**config.mk**
```make
export PLATFORM = sky130hd
export DESIGN_NAME = mv_result_drain
export DESIGN_NICKNAME = d
export VERILOG_FILES = /design/src/rtl/mv_pkg.sv /design/src/rtl/mv_drain_bank.sv /design/src/rtl/mv_result_drain.sv
export SDC_FILE = /design/constraint.sdc
export NUM_CORES = 1
export LEC_CHECK = 0
export CAP_MARGIN = 20
export CORE_UTILIZATION = 27
export CTS_CLUSTER_DIAMETER = 40
export DETAILED_ROUTE_END_ITERATION = 7
export PLACE_DENSITY = 0.46
export SYNTH_ARGS = -nofsm -noshare
export SYNTH_HDL_FRONTEND = slang
export SYNTH_HIERARCHICAL = 1
export SYNTH_SLANG_ARGS = --single-unit
```
**constraint.sdc**
```tcl
create_clock -name clk -period 19.35 [get_ports clk]
set_input_delay 2.9025 -clock clk [delete_from_list [all_inputs] [get_ports clk]]
set_output_delay 2.9025 -clock clk [all_outputs]
set_load 0.02 [all_outputs]
```
**src/rtl/mv_pkg.sv**
```systemverilog
// Shared definitions for the matrix-vector result drain.
//   N_NODES_DEF / RES_W_DEF / OUT_W_DEF : default geometry of one result row
//   drain_state_t                       : output stream FSM encoding
//   sign_extend()                       : widens a RES-bit two's complement value
package mv_pkg;

  localparam int N_NODES_DEF = 8;
  localparam int RES_W_DEF   = 25;
  localparam int OUT_W_DEF   = 32;

  typedef enum logic [0:0] {
    S_IDLE   = 1'b0,
    S_STREAM = 1'b1
  } drain_state_t;

  // Sign-extends the low res_w bits of val to 64 bits. res_w is a
  // constant at every call site, so this collapses to plain wiring.
  function automatic logic [63:0] sign_extend(input logic [63:0] val,
                                              input int          res_w);
    logic [63:0] ext;
    logic [5:0]  sign_bit;
    sign_bit = 6'(res_w - 1);
    for (int i = 0; i < 64; i++) begin
      ext[i] = (i < res_w) ? val[i] : val[sign_bit];
    end
    return ext;
  endfunction

endpackage

```
**src/rtl/mv_drain_bank.sv**
```systemverilog
// Two-bank ping-pong store for one row of node results.
//   clk     : system clock
//   i_we    : write the whole row into bank i_wsel this edge
//   i_wsel  : bank selected for writing
//   i_wdata : full row, node k in bits [k*RES_W +: RES_W]
//   i_rsel  : bank selected for reading
//   i_ridx  : node index to read
//   o_rdata : combinational read of node i_ridx from bank i_rsel
// Contents are not reset; the controller never reads a bank it has not filled.
module mv_drain_bank
  import mv_pkg::*;
#(
  parameter int N_NODES = N_NODES_DEF,
  parameter int RES_W   = RES_W_DEF,
  parameter int IDX_W   = (N_NODES > 1) ? $clog2(N_NODES) : 1
) (
  input  logic                     clk,
  input  logic                     i_we,
  input  logic                     i_wsel,
  input  logic [N_NODES*RES_W-1:0] i_wdata,
  input  logic                     i_rsel,
  input  logic [IDX_W-1:0]         i_ridx,
  output logic [RES_W-1:0]         o_rdata
);

  logic [N_NODES*RES_W-1:0] r_mem [2];
  logic [N_NODES*RES_W-1:0] w_row;

  always_ff @(posedge clk) begin
    if (i_we) begin
      r_mem[i_wsel] <= i_wdata;
    end
  end

  assign w_row   = r_mem[i_rsel];
  assign o_rdata = w_row[i_ridx*RES_W +: RES_W];

endmodule

```
**src/rtl/mv_result_drain.sv**
```systemverilog
// Captures a full row of node results on a completion strobe, buffers up to
// two rows in a ping-pong store and streams them out one sign-extended word
// per cycle.
//   clk, rstn          : clock, synchronous active-low reset
//   cap_valid/cap_data : one-cycle capture strobe with the whole row
//   cap_ready          : a bank is free, a strobe this cycle is accepted
//   m_tdata/m_tvalid/m_tready/m_tlast : output word stream, tlast on node N-1
//   ovf, ovf_clr       : sticky dropped-capture flag and its clear
//   busy               : at least one bank still holds undrained data
//   o_dbg_state        : current output FSM state
//
// Stream handshake: a word transfers on a rising edge where m_tvalid and
// m_tready are both high. Once m_tvalid is raised, m_tvalid, m_tdata and
// m_tlast stay unchanged until that transfer happens; m_tvalid never depends
// combinationally on m_tready.
module mv_result_drain
  import mv_pkg::*;
#(
  parameter int N_NODES = N_NODES_DEF,
  parameter int RES_W   = RES_W_DEF,
  parameter int OUT_W   = OUT_W_DEF
) (
  input  logic                     clk,
  input  logic                     rstn,
  input  logic                     cap_valid,
  input  logic [N_NODES*RES_W-1:0] cap_data,
  output logic                     cap_ready,
  output logic [OUT_W-1:0]         m_tdata,
  output logic                     m_tvalid,
  input  logic                     m_tready,
  output logic                     m_tlast,
  output logic                     ovf,
  input  logic                     ovf_clr,
  output logic                     busy,
  output drain_state_t             o_dbg_state
);

  localparam int               IDX_W    = (N_NODES > 1) ? $clog2(N_NODES) : 1;
  localparam logic [IDX_W-1:0] LAST_IDX = IDX_W'(N_NODES - 1);

  drain_state_t     r_state;
  drain_state_t     w_state_nxt;
  logic             r_wr_bank;
  logic             r_rd_bank;
  logic [1:0]       r_count;
  logic [1:0]       w_count_nxt;
  logic [IDX_W-1:0] r_idx;
  logic             r_ovf;

  logic             w_cap;
  logic             w_drop;
  logic             w_tvalid;
  logic             w_last;
  logic             w_hs;
  logic             w_row_done;
  logic [RES_W-1:0] w_res;

  assign cap_ready  = (r_count != 2'd2);
  assign w_cap      = cap_valid & cap_ready;
  assign w_drop     = cap_valid & ~cap_ready;
  // The stream is valid exactly while a filled bank exists, so the first
  // word appears the cycle after its capture edge.
  assign w_tvalid   = (r_state == S_STREAM);
  assign w_last     = w_tvalid & (r_idx == LAST_IDX);
  assign w_hs       = w_tvalid & m_tready;
  assign w_row_done = w_hs & w_last;

  mv_drain_bank #(
    .N_NODES (N_NODES),
    .RES_W   (RES_W),
    .IDX_W   (IDX_W)
  ) u_bank (
    .clk     (clk),
    .i_we    (w_cap),
    .i_wsel  (r_wr_bank),
    .i_wdata (cap_data),
    .i_rsel  (r_rd_bank),
    .i_ridx  (r_idx),
    .o_rdata (w_res)
  );

  // Capture and row completion on the same edge cancel out in the count.
  always_comb begin
    w_count_nxt = r_count;
    case ({w_cap, w_row_done})
      2'b10:   w_count_nxt = r_count + 2'd1;
      2'b01:   w_count_nxt = r_count - 2'd1;
      default: w_count_nxt = r_count;
    endcase
  end

  always_comb begin
    w_state_nxt = r_state;
    case (r_state)
      S_IDLE: begin
        if (w_count_nxt != 2'd0) w_state_nxt = S_STREAM;
      end
      S_STREAM: begin
        // Staying in STREAM when the other bank is full gives a bubble-free
        // switch to word 0 of the next row.
        if (w_row_done && (w_count_nxt == 2'd0)) w_state_nxt = S_IDLE;
      end
      default: w_state_nxt = S_IDLE;
    endcase
  end

  always_ff @(posedge clk) begin
    if (!rstn) begin
      r_state <= S_IDLE;
    end else begin
      r_state <= w_state_nxt;
    end
  end

  always_ff @(posedge clk) begin
    if (!rstn) begin
      r_wr_bank <= 1'b0;
      r_rd_bank <= 1'b0;
      r_count   <= 2'd0;
      r_idx     <= '0;
      r_ovf     <= 1'b0;
    end else begin
      r_count <= w_count_nxt;
      if (w_cap) begin
        r_wr_bank <= ~r_wr_bank;
      end
      if (w_hs) begin
        if (w_last) begin
          r_idx     <= '0;
          r_rd_bank <= ~r_rd_bank;
        end else begin
          r_idx <= r_idx + 1'b1;
        end
      end
      // A new drop outranks a simultaneous clear.
      if (w_drop) begin
        r_ovf <= 1'b1;
      end else if (ovf_clr) begin
        r_ovf <= 1'b0;
      end
    end
  end

  assign m_tvalid    = w_tvalid;
  assign m_tlast     = w_last;
  assign m_tdata     = w_tvalid ? OUT_W'(sign_extend(64'(w_res), RES_W)) : '0;
  assign ovf         = r_ovf;
  assign busy        = (r_count != 2'd0);
  assign o_dbg_state = r_state;

endmodule

```
==> flow_summary.yaml, run 1 <==
clock_network:
  ctsHoldBuffers: 0
  worstSkewPairLatency_ns: 0.59
  cts-root-buf: "clkbuf_16"
  clockBufferDepth: 3
  numCtsBuffers: 69
  clk_pin_slew_ns: 0.05
  ctsResizeCount: 0
  cts-htree-levels: 3
  cts_setup_buffers: 0
  cts_num_sinks: 409
  cts_tree: "yes"
logic_synthesis:
  synth.top_cell.area_share: 0.770
  yosysWarnings: 6
  synth_edf_count: 400
  synth_area_sq_um: 15600
  yosys-top-cells-area: "edfxtp_1 77%, mux4_2 14%, a22oi_1 2.4%, dfxtp_1 1.2%, and2_1 1.1%"
  yosys_register_bits: 409
  postSynthCellCount: 698
  synth_fp_nets: 906
  synth_area_leader_cell: "edfxtp_1"
  synth_common_cells: "400 x edfxtp_1, 100 x mux4_2, 50 x a22oi_1"
  yosysMostFrequentCell: "edfxtp_1"
  synthFlopType: "edfxtp_1"
  avgSynthCellArea_sq_um: 22.3
  seq_area_frac_synth: 0.782
  async_flop_share: 0
  synthDistinctLibCells: 26
layout:
  nets: 1186
  syn_to_final_growth_pct: 35.8
  drive_gt1_frac: 0.230
  finalNonFillerCells: 1791
die:
  start_util: 0.275
  die_w_um: 242
  die_y_um: 242
  coreArea_sq_um: 56700
  row_count: 87
  die_area_sq_um: 58700
  io_pins: 243
timing:
  max_freq_ghz: 0.134
  layout_setup_ws_ns: 11.89
  rsz0062_at_grt: "false"
  setup_viol_count_final: 0
  clock_skew_ns: 0.0167
  drv_slew: 0
  finalSetupTns_ns: 0
  fin_crit_sh: 0.386
  hold_violations: 0
  slew_headroom: 0.301
  fin_crit_ns: 7.46
  tightest_slew_ns: 1.05
grt:
  grt_overflow: 0
  grt_usage: 0.132
  grt_pass1_wl_um: 56700
  grt_pass1_vias: 8667
  grt_max_degree: 74
  antenna_found_initial: 8
worst_setup_path:
  critPathRequiredTime_ns: 16.45
  critical_path_class: "flip-flop to output port"
  cp-start-kind: "flip-flop"
  cp_slowest_cell: "buf_4"
  cp.arrival_ns: 4.56
  worst-path-buf-inv: 3
  end_kind: "output port"
  cpLargestDelayFamily: "buffers and inverters"
  crit_top_cell: "buf_4"
  path_cells: "buf_4, buf_4, mux4_2, a22oi_1, nand2_1, and2_1, clkdlybuf4s50_1"
  cp_max_fo: 43
  max_stage_delay_ns: 0.83
route:
  antenna_left: 0
  first_iter_violations: 447
  wl_per_cell_um: 21.4
  dr.pass1.iters: 5
  drt-vias-per-instance: 4.41
  drc_errors: 0
  vias: 7899
  finalWirelength_um: 38200
placement:
  dp_slack_ns: 12.22
  gp_congestion: 0.688
  numPortBuffers: 242
  place_hpwl_um: 23600
  placed_cells: 1663
pwr:
  share_comb_of_total_power: 0.090
  power_density_nw_per_um2: 118
  p_sw_frac: 0.225
  ir_drop_mv: 0.0674
  p_leak_nw: 6.84
  seqPwrFrac: 0.427
  p_int_mw: 1.94
  power_mw: 2.51
  switchingPower_mw: 0.564
  pwr-share-clk: 0.484
job:
  maxCapViolCount: 0
run_status:
  status: "completed"
worst_hold_path:
  hold_path.class: "flip-flop to flip-flop"
## flip-flops by register name, indices dropped and copies added (netlist names)
signal	cells
m_tvalid	1
ovf	1
r_count	2
r_idx	3
r_rd_bank	1
r_wr_bank	1
u_bank/r_mem	400
## worst register-to-register path: stages (launching register included)
cell and delay (ns):
dfxtp_1 0.40, nor2b_1 0.12, nor2_1 0.18, nor2b_4 0.18, buf_4 0.70, buf_4 0.99
## layer usage
| metal | vias to the layer above | track usage | share of wire |
|---|---|---|---|
| met5 | - | 0 | 0.0021 |
| met1 | 4060 | 0.170 | 0.43 |
| met2 | 243 | 0.209 | 0.49 |
| met3 | 60 | 0.0374 | 0.063 |
| met4 | 12 | 0.0506 | 0.020 |
| li1 | 3524 | - | - |
## path summary, 6_finish.rpt
path	startpoint	endpoint	slack, ns	cells after the start
worst max register to register	r_count[0]	u_bank/r_mem[0][69]	16.31	5
worst min-delay path	r_count[1]	r_count[1]	0.52	2
worst min register to register	r_count[1]	r_count[1]	0.52	2
worst max-delay path	r_rd_bank	m_tdata[13]	11.89	7
## area by class of cell
cell class / instances / area [sq um]
clock buffers: 75 / 1790
inverters: 5 / 18.8
multi-input cells: 240 / 3170
fillers: 5194 / 35500
clock inverters: 52 / 557
well taps: 756 / 946
diodes: 1 / 2.50
repair buffers: 253 / 2500
flip-flops and latches: 409 / 12200
## cells by family (layout without fill, tap and decap cells)
group	Yosys count	in the layout	synth area share
flops	409	409	0.782
compound gates	57	57	0.0267
simple gates	76	76	0.0249
fa+ha+maj	3	3	0.00241
buf+inv	49	385	0.0176
xor+xnor	3	3	0.00168
other cells	0	1	0
mux	101	101	0.145
## cell usage in the layout, fill, tap and decap left out, types with 2 or more instances in the layout
master	n
clkbuf_16	71
edfxtp_1	400
nor2b_4	3
dfxtp_4	2
ha_1	3
and2_1	26
clkdlybuf4s50_1	242
inv_1	5
inv_6	6
dfxtp_1	6
buf_4	11
clkinv_4	6
clkinv_8	2
nand2_1	31
clkinv_1	6
clkinvlp_4	12
bufinv_16	8
a21oi_1	4
nor2_1	5
mux4_2	100
xnor2_1	3
a22oi_1	50
nor2b_1	2
nand4b_1	2
clkinv_2	11
clkbuf_1	4
## power groups by stage
stage               Combinational (mW)  Sequential, mW  Clock [mW]
finish                           0.225            1.07        1.21
global route                     0.242            1.08        1.28
CTS                              0.231            1.07        1.25
detailed placement               0.230            1.09           0
global placement                 0.230            1.09           0
floorplan                        0.124            1.08           0
## stage by stage
step / hold slack [ns] / util / cell area, sq um
after detailed placement: 0.518 / 0.332 / 18800
final: 0.523 / 0.374 / 21200
after global routing: 0.550 / 0.374 / 21200
after CTS: 0.527 / 0.374 / 21200
after floorplan: 0.467 / - / 15600
after global placement: 0.512 / 0.332 / 18800
Note: power is estimated with default switching activity, not from simulation.
==> inputs of run 2 (changes only) <==
==> constraint.sdc (replaced) <==
create_clock -name clk -period 7.6 [get_ports clk]
set_input_delay 1.14 -clock clk [delete_from_list [all_inputs] [get_ports clk]]
set_output_delay 1.14 -clock clk [all_outputs]
set_load 0.02 [all_outputs]
==> flow_summary.yaml, run 2 (synthesis results as in run 1) <==
worst_setup_path:
  critPathRequiredTime_ns: 6.46
  worst-path-buf-inv: 2
  reg2reg_to: "u_bank/r_mem[0][20]"
  path_cells: "buf_4, mux4_2, a22oi_1, nand2_1, and2_1, clkdlybuf4s50_1"
  reg2reg_slack_ns: 5.09
  end_kind: "output port"
  cp_max_fo: 36
  r2r-start: "r_count[0]"
  max_stage_delay_ns: 0.88
  cp.arrival_ns: 3.81
  reg2reg_depth: 5
  cp-start-kind: "flip-flop"
  critical_path_class: "flip-flop to output port"
  cp_slowest_cell: "dfxtp_4"
  cpLargestDelayFamily: "buffers and inverters"
pwr:
  switchingPower_mw: 1.49
  ir_drop_mv: 0.134
  p_leak_nw: 6.90
  power_density_nw_per_um2: 303
  p_sw_frac: 0.231
  pwr-share-clk: 0.490
  seqPwrFrac: 0.420
  p_int_mw: 4.97
  power_mw: 6.47
  share_comb_of_total_power: 0.090
timing:
  whs_ns: 0.546
  tightest_slew_ns: 1.01
  hold_violations: 0
  fin_crit_ns: 4.95
  clock_skew_ns: 0.0102
  rsz0062_at_grt: "false"
  fin_crit_sh: 0.651
  slew_headroom: 0.330
  finalSetupTns_ns: 0
  setup_viol_count_final: 0
  max_freq_ghz: 0.202
  drv_slew: 0
run_status:
  status: "completed"
die:
  coreArea_sq_um: 56700
  die_y_um: 242
  row_count: 87
  die_area_sq_um: 58700
  io_pins: 243
  die_w_um: 242
  start_util: 0.275
clock_network:
  cts_num_sinks: 409
  clockBufferDepth: 3
  cts_tree: "yes"
  ctsHoldBuffers: 0
  cts_setup_buffers: 0
  cts-root-buf: "clkbuf_16"
  ctsResizeCount: 0
  clk_pin_slew_ns: 0.05
  cts-htree-levels: 3
  worstSkewPairLatency_ns: 0.58
  numCtsBuffers: 74
placement:
  numPortBuffers: 242
  gp_congestion: 0.681
  placed_cells: 1664
  place_hpwl_um: 23500
layout:
  finalCoreUtilization: 0.376
  reg.largest.list: "u_bank/r_mem: 400 flops, r_idx: 3 flops, r_count: 2 flops"
  nets: 1192
  largest_register_ffs: 400
  drive_gt1_frac: 0.233
  layout.area.seq_sq_um: 12200
  finalNonFillerCells: 1800
  syn_to_final_growth_pct: 36.7
  fill_cells: 5233
  layout_commonest_cell: "edfxtp_1"
  final_cell_mix: "400 x edfxtp_1, 242 x clkdlybuf4s50_1, 100 x mux4_2, 76 x clkbuf_16, 50 x a22oi_1"
  multi_input_area_sq_um: 3170
  top_register: "u_bank/r_mem"
route:
  wl_per_cell_um: 21.4
  dr.pass1.iters: 4
  finalWirelength_um: 38600
  drt-vias-per-instance: 4.41
  vias: 7939
  first_iter_violations: 452
  antenna_left: 0
  drc_errors: 0
grt:
  grt_usage: 0.133
  grt_pass1_vias: 8755
  grt_overflow: 0
  grt_max_degree: 129
  grt_pass1_wl_um: 57200
  antenna_found_initial: 5
worst_hold_path:
  holdPathStages: 2
  hold_start: "r_count[1]"
  hold_end: "r_count[1]"
  hold_path.class: "flip-flop to flip-flop"
job:
  maxCapViolCount: 0
-- run 2: final cells by class --
cell class | count | area share
tap | 756 | 0.0444
multi-input combinational | 240 | 0.148
timing repair buffer | 254 | 0.120
antenna | 2 | 0.000235
inverter | 5 | 0.000880
clock buffer | 82 | 0.0903
sequential | 409 | 0.572
clock inverter | 52 | 0.0234
-- run 2: power groups by stage --
stage	logic [mW]	registers [mW]	clock network, mW
after floorplan	0.316	2.75	0
after global placement	0.590	2.76	0
after detailed placement	0.594	2.76	0
after CTS	0.597	2.72	3.25
after global routing	0.624	2.73	3.35
final	0.581	2.72	3.17
-- run 2: layer usage --
layer,track usage,vias to the layer above,part of all wire
met3,0.0368,69,0.064
met2,0.210,242,0.48
met1,0.173,4093,0.43
li1,-,3531,-
met4,0.0545,4,0.023
met5,0,-,0.00070
-- run 2: worst max path at each step --
| stage | startpoint | endpoint | slack (ns) | cells after the start |
|---|---|---|---|---|
| after floorplan | cap_valid | u_bank/r_mem[0][0] | 0.59 | 3 |
| after global placement | r_rd_bank | m_tdata[9] | 3.11 | 6 |
| after detailed placement | r_rd_bank | m_tdata[7] | 3.10 | 6 |
| after CTS | r_rd_bank | m_tdata[7] | 2.43 | 6 |
| after global routing | r_rd_bank | m_tdata[7] | 2.31 | 6 |
| final | r_rd_bank | m_tdata[9] | 2.65 | 6 |
-- run 2: worst min-delay path, cell delays in order (launching register included) --
cell	delay (ns)
dfxtp_1	0.33
o211ai_1	0.11
nand2_1	0.06
-- run 2: metrics by stage --
| stage | setup WS [ns] | area, sq um |
|---|---|---|
| 6_report | 2.65 | 21300 |
| 3_5_place_dp | 3.10 | 18900 |
| 4_1_cts | 2.43 | 21300 |
| 2_1_floorplan | 0.591 | 15600 |
| 5_1_grt | 2.31 | 21300 |
| 3_3_place_gp | 3.11 | 18900 |
==> inputs of run 3 (changes only) <==
--- a/config.mk
+++ b/config.mk
@@ -9,7 +9,7 @@
 export CORE_UTILIZATION = 27
 export CTS_CLUSTER_DIAMETER = 40
 export DETAILED_ROUTE_END_ITERATION = 7
-export PLACE_DENSITY = 0.46
+export PLACE_DENSITY = 0.47
 export SYNTH_ARGS = -nofsm -noshare
 export SYNTH_HDL_FRONTEND = slang
 export SYNTH_HIERARCHICAL = 1
==> constraint.sdc (replaced) <==
create_clock -name clk -period 4.34 [get_ports clk]
set_input_delay 0.651 -clock clk [delete_from_list [all_inputs] [get_ports clk]]
set_output_delay 0.651 -clock clk [all_outputs]
set_load 0.02 [all_outputs]
==> flow_summary.yaml, run 3 (synthesis results as in run 1) <==
timing:
  rsz0062_at_grt: "false"
  drv_slew: 0
  setup_viol_count_final: 0
  fin_crit_sh: 0.875
  hold_violations: 0
  slew_headroom: 0.333
  fin_crit_ns: 3.80
  finalSetupTns_ns: 0
  max_freq_ghz: 0.263
  tightest_slew_ns: 1.00
  clock_skew_ns: 0.0158
clock_network:
  cts-htree-levels: 3
  ctsHoldBuffers: 0
  cts-root-buf: "clkbuf_16"
  numCtsBuffers: 72
  cts_tree: "yes"
  cts_num_sinks: 409
  cts_setup_buffers: 0
  worstSkewPairLatency_ns: 0.59
  ctsResizeCount: 0
  clockBufferDepth: 3
  clk_pin_slew_ns: 0.05
worst_hold_path:
  hold_path.class: "flip-flop to flip-flop"
  holdPathStages: 2
die:
  io_pins: 243
  start_util: 0.275
  coreArea_sq_um: 56700
  row_count: 87
  die_y_um: 242
  die_area_sq_um: 58700
  die_w_um: 242
pwr:
  ir_drop_mv: 0.300
  seqPwrFrac: 0.410
  power_mw: 11.6
  p_int_mw: 9.06
  pwr-share-clk: 0.500
  p_sw_frac: 0.218
  p_leak_nw: 6.98
  switchingPower_mw: 2.52
  share_comb_of_total_power: 0.090
  power_density_nw_per_um2: 539
job:
  maxCapViolCount: 0
grt:
  grt_pass1_wl_um: 57300
  grt_pass1_vias: 8955
  antenna_found_initial: 7
  grt_usage: 0.133
  grt_max_degree: 100
  grt_overflow: 0
route:
  antenna_left: 0
  drt-vias-per-instance: 4.39
  vias: 7908
  finalWirelength_um: 38500
  dr.pass1.iters: 4
  wl_per_cell_um: 21.4
  drc_errors: 0
  first_iter_violations: 431
layout:
  layout_commonest_cell: "edfxtp_1"
  largest_register_ffs: 400
  top_register: "u_bank/r_mem"
  final_cell_mix: "400 x edfxtp_1, 242 x clkdlybuf4s50_1, 100 x mux4_2, 75 x clkbuf_16, 50 x a22oi_1"
  fill_cells: 5193
  syn_to_final_growth_pct: 37.7
  reg.largest.list: "u_bank/r_mem: 400 flops, r_idx: 3 flops, r_count: 2 flops"
  nets: 1195
  drive_gt1_frac: 0.233
placement:
  gp_congestion: 0.684
  place_hpwl_um: 23600
  numPortBuffers: 242
worst_setup_path:
  critPathRequiredTime_ns: 3.69
  cp-start-kind: "flip-flop"
  end_kind: "output port"
  critical_path_class: "flip-flop to output port"
  cp.arrival_ns: 3.15
  reg2reg_depth: 6
  cp_max_fo: 16
run_status:
  status: "completed"
run 3: cell count changes in the layout (fill, tap and decap cells not counted):
cell        before  now
clkinv_4         6    4
inv_6            9    7
bufinv_16        5   12
clkbuf_1         6    9
buf_4            8    9
inv_16           1    0
buf_12           4    8
diode_2          2    1
clkinvlp_4      11    7
clkinv_8         1    0
clkbuf_16       76   75
inv_8            2    1
clkinv_1         7    6
run 3: critical path: stages, from the launching register on:
cell	delay (ns)
dfxtp_1	0.49
nor2b_4	0.69
buf_4	0.35
a22oi_1	0.15
nand2_1	0.10
and2_1	0.16
clkdlybuf4s50_1	0.61
run 3: worst paths after layout:
kind	startpoint	to	slack (ns)
worst max-delay path	r_idx[2]	m_tdata[12]	0.54
worst min-delay path	r_wr_bank	r_wr_bank	0.54
worst max register to register	r_idx[0]	m_tvalid	1.90
worst min register to register	r_wr_bank	r_wr_bank	0.54
run 3: metal layers:
| metal | share of wire | vias up | GRT usage |
|---|---|---|---|
| li1 | - | 3537 | - |
| met3 | 0.067 | 76 | 0.0390 |
| met2 | 0.47 | 263 | 0.207 |
| met5 | 0.0021 | - | 0 |
| met1 | 0.44 | 4020 | 0.175 |
| met4 | 0.021 | 12 | 0.0514 |
run 3: final cells by class:
class | instances | area, sq um | area share
Timing Repair Buffer | 259 | 2650 | 0.123
Clock inverter | 47 | 593 | 0.0276
Inverter | 5 | 18.8 | 0.000873
Antenna cell | 1 | 2.50 | 0.000116
Clock buffer | 84 | 1910 | 0.0889
Sequential cell | 409 | 12200 | 0.568
Tap cell | 756 | 946 | 0.0440
Multi-Input combinational cell | 240 | 3170 | 0.147
run 3: power by group through the flow:
stage / registers [mW] / clock network, mW / logic (mW)
floorplan: 4.78 / 0 / 0.554
global placement: 4.82 / 0 / 1.07
detailed placement: 4.83 / 0 / 1.07
CTS: 4.76 / 5.96 / 1.07
global route: 4.77 / 6.14 / 1.12
finish: 4.75 / 5.79 / 1.05
run 3: stage by stage:
stage                     utilization  hold WS, ns  cells  instance area, sq um  setup slack, ns
after global routing            0.379        0.582   1800                 21500            0.306
after CTS                       0.379        0.543   1800                 21500            0.359
after floorplan                     -        0.478    698                 15600           0.0185
after global placement          0.335        0.518   1669                 19000             1.05
final                           0.379        0.542   1801                 21500            0.543
after detailed placement        0.335        0.535   1669                 19000             1.01
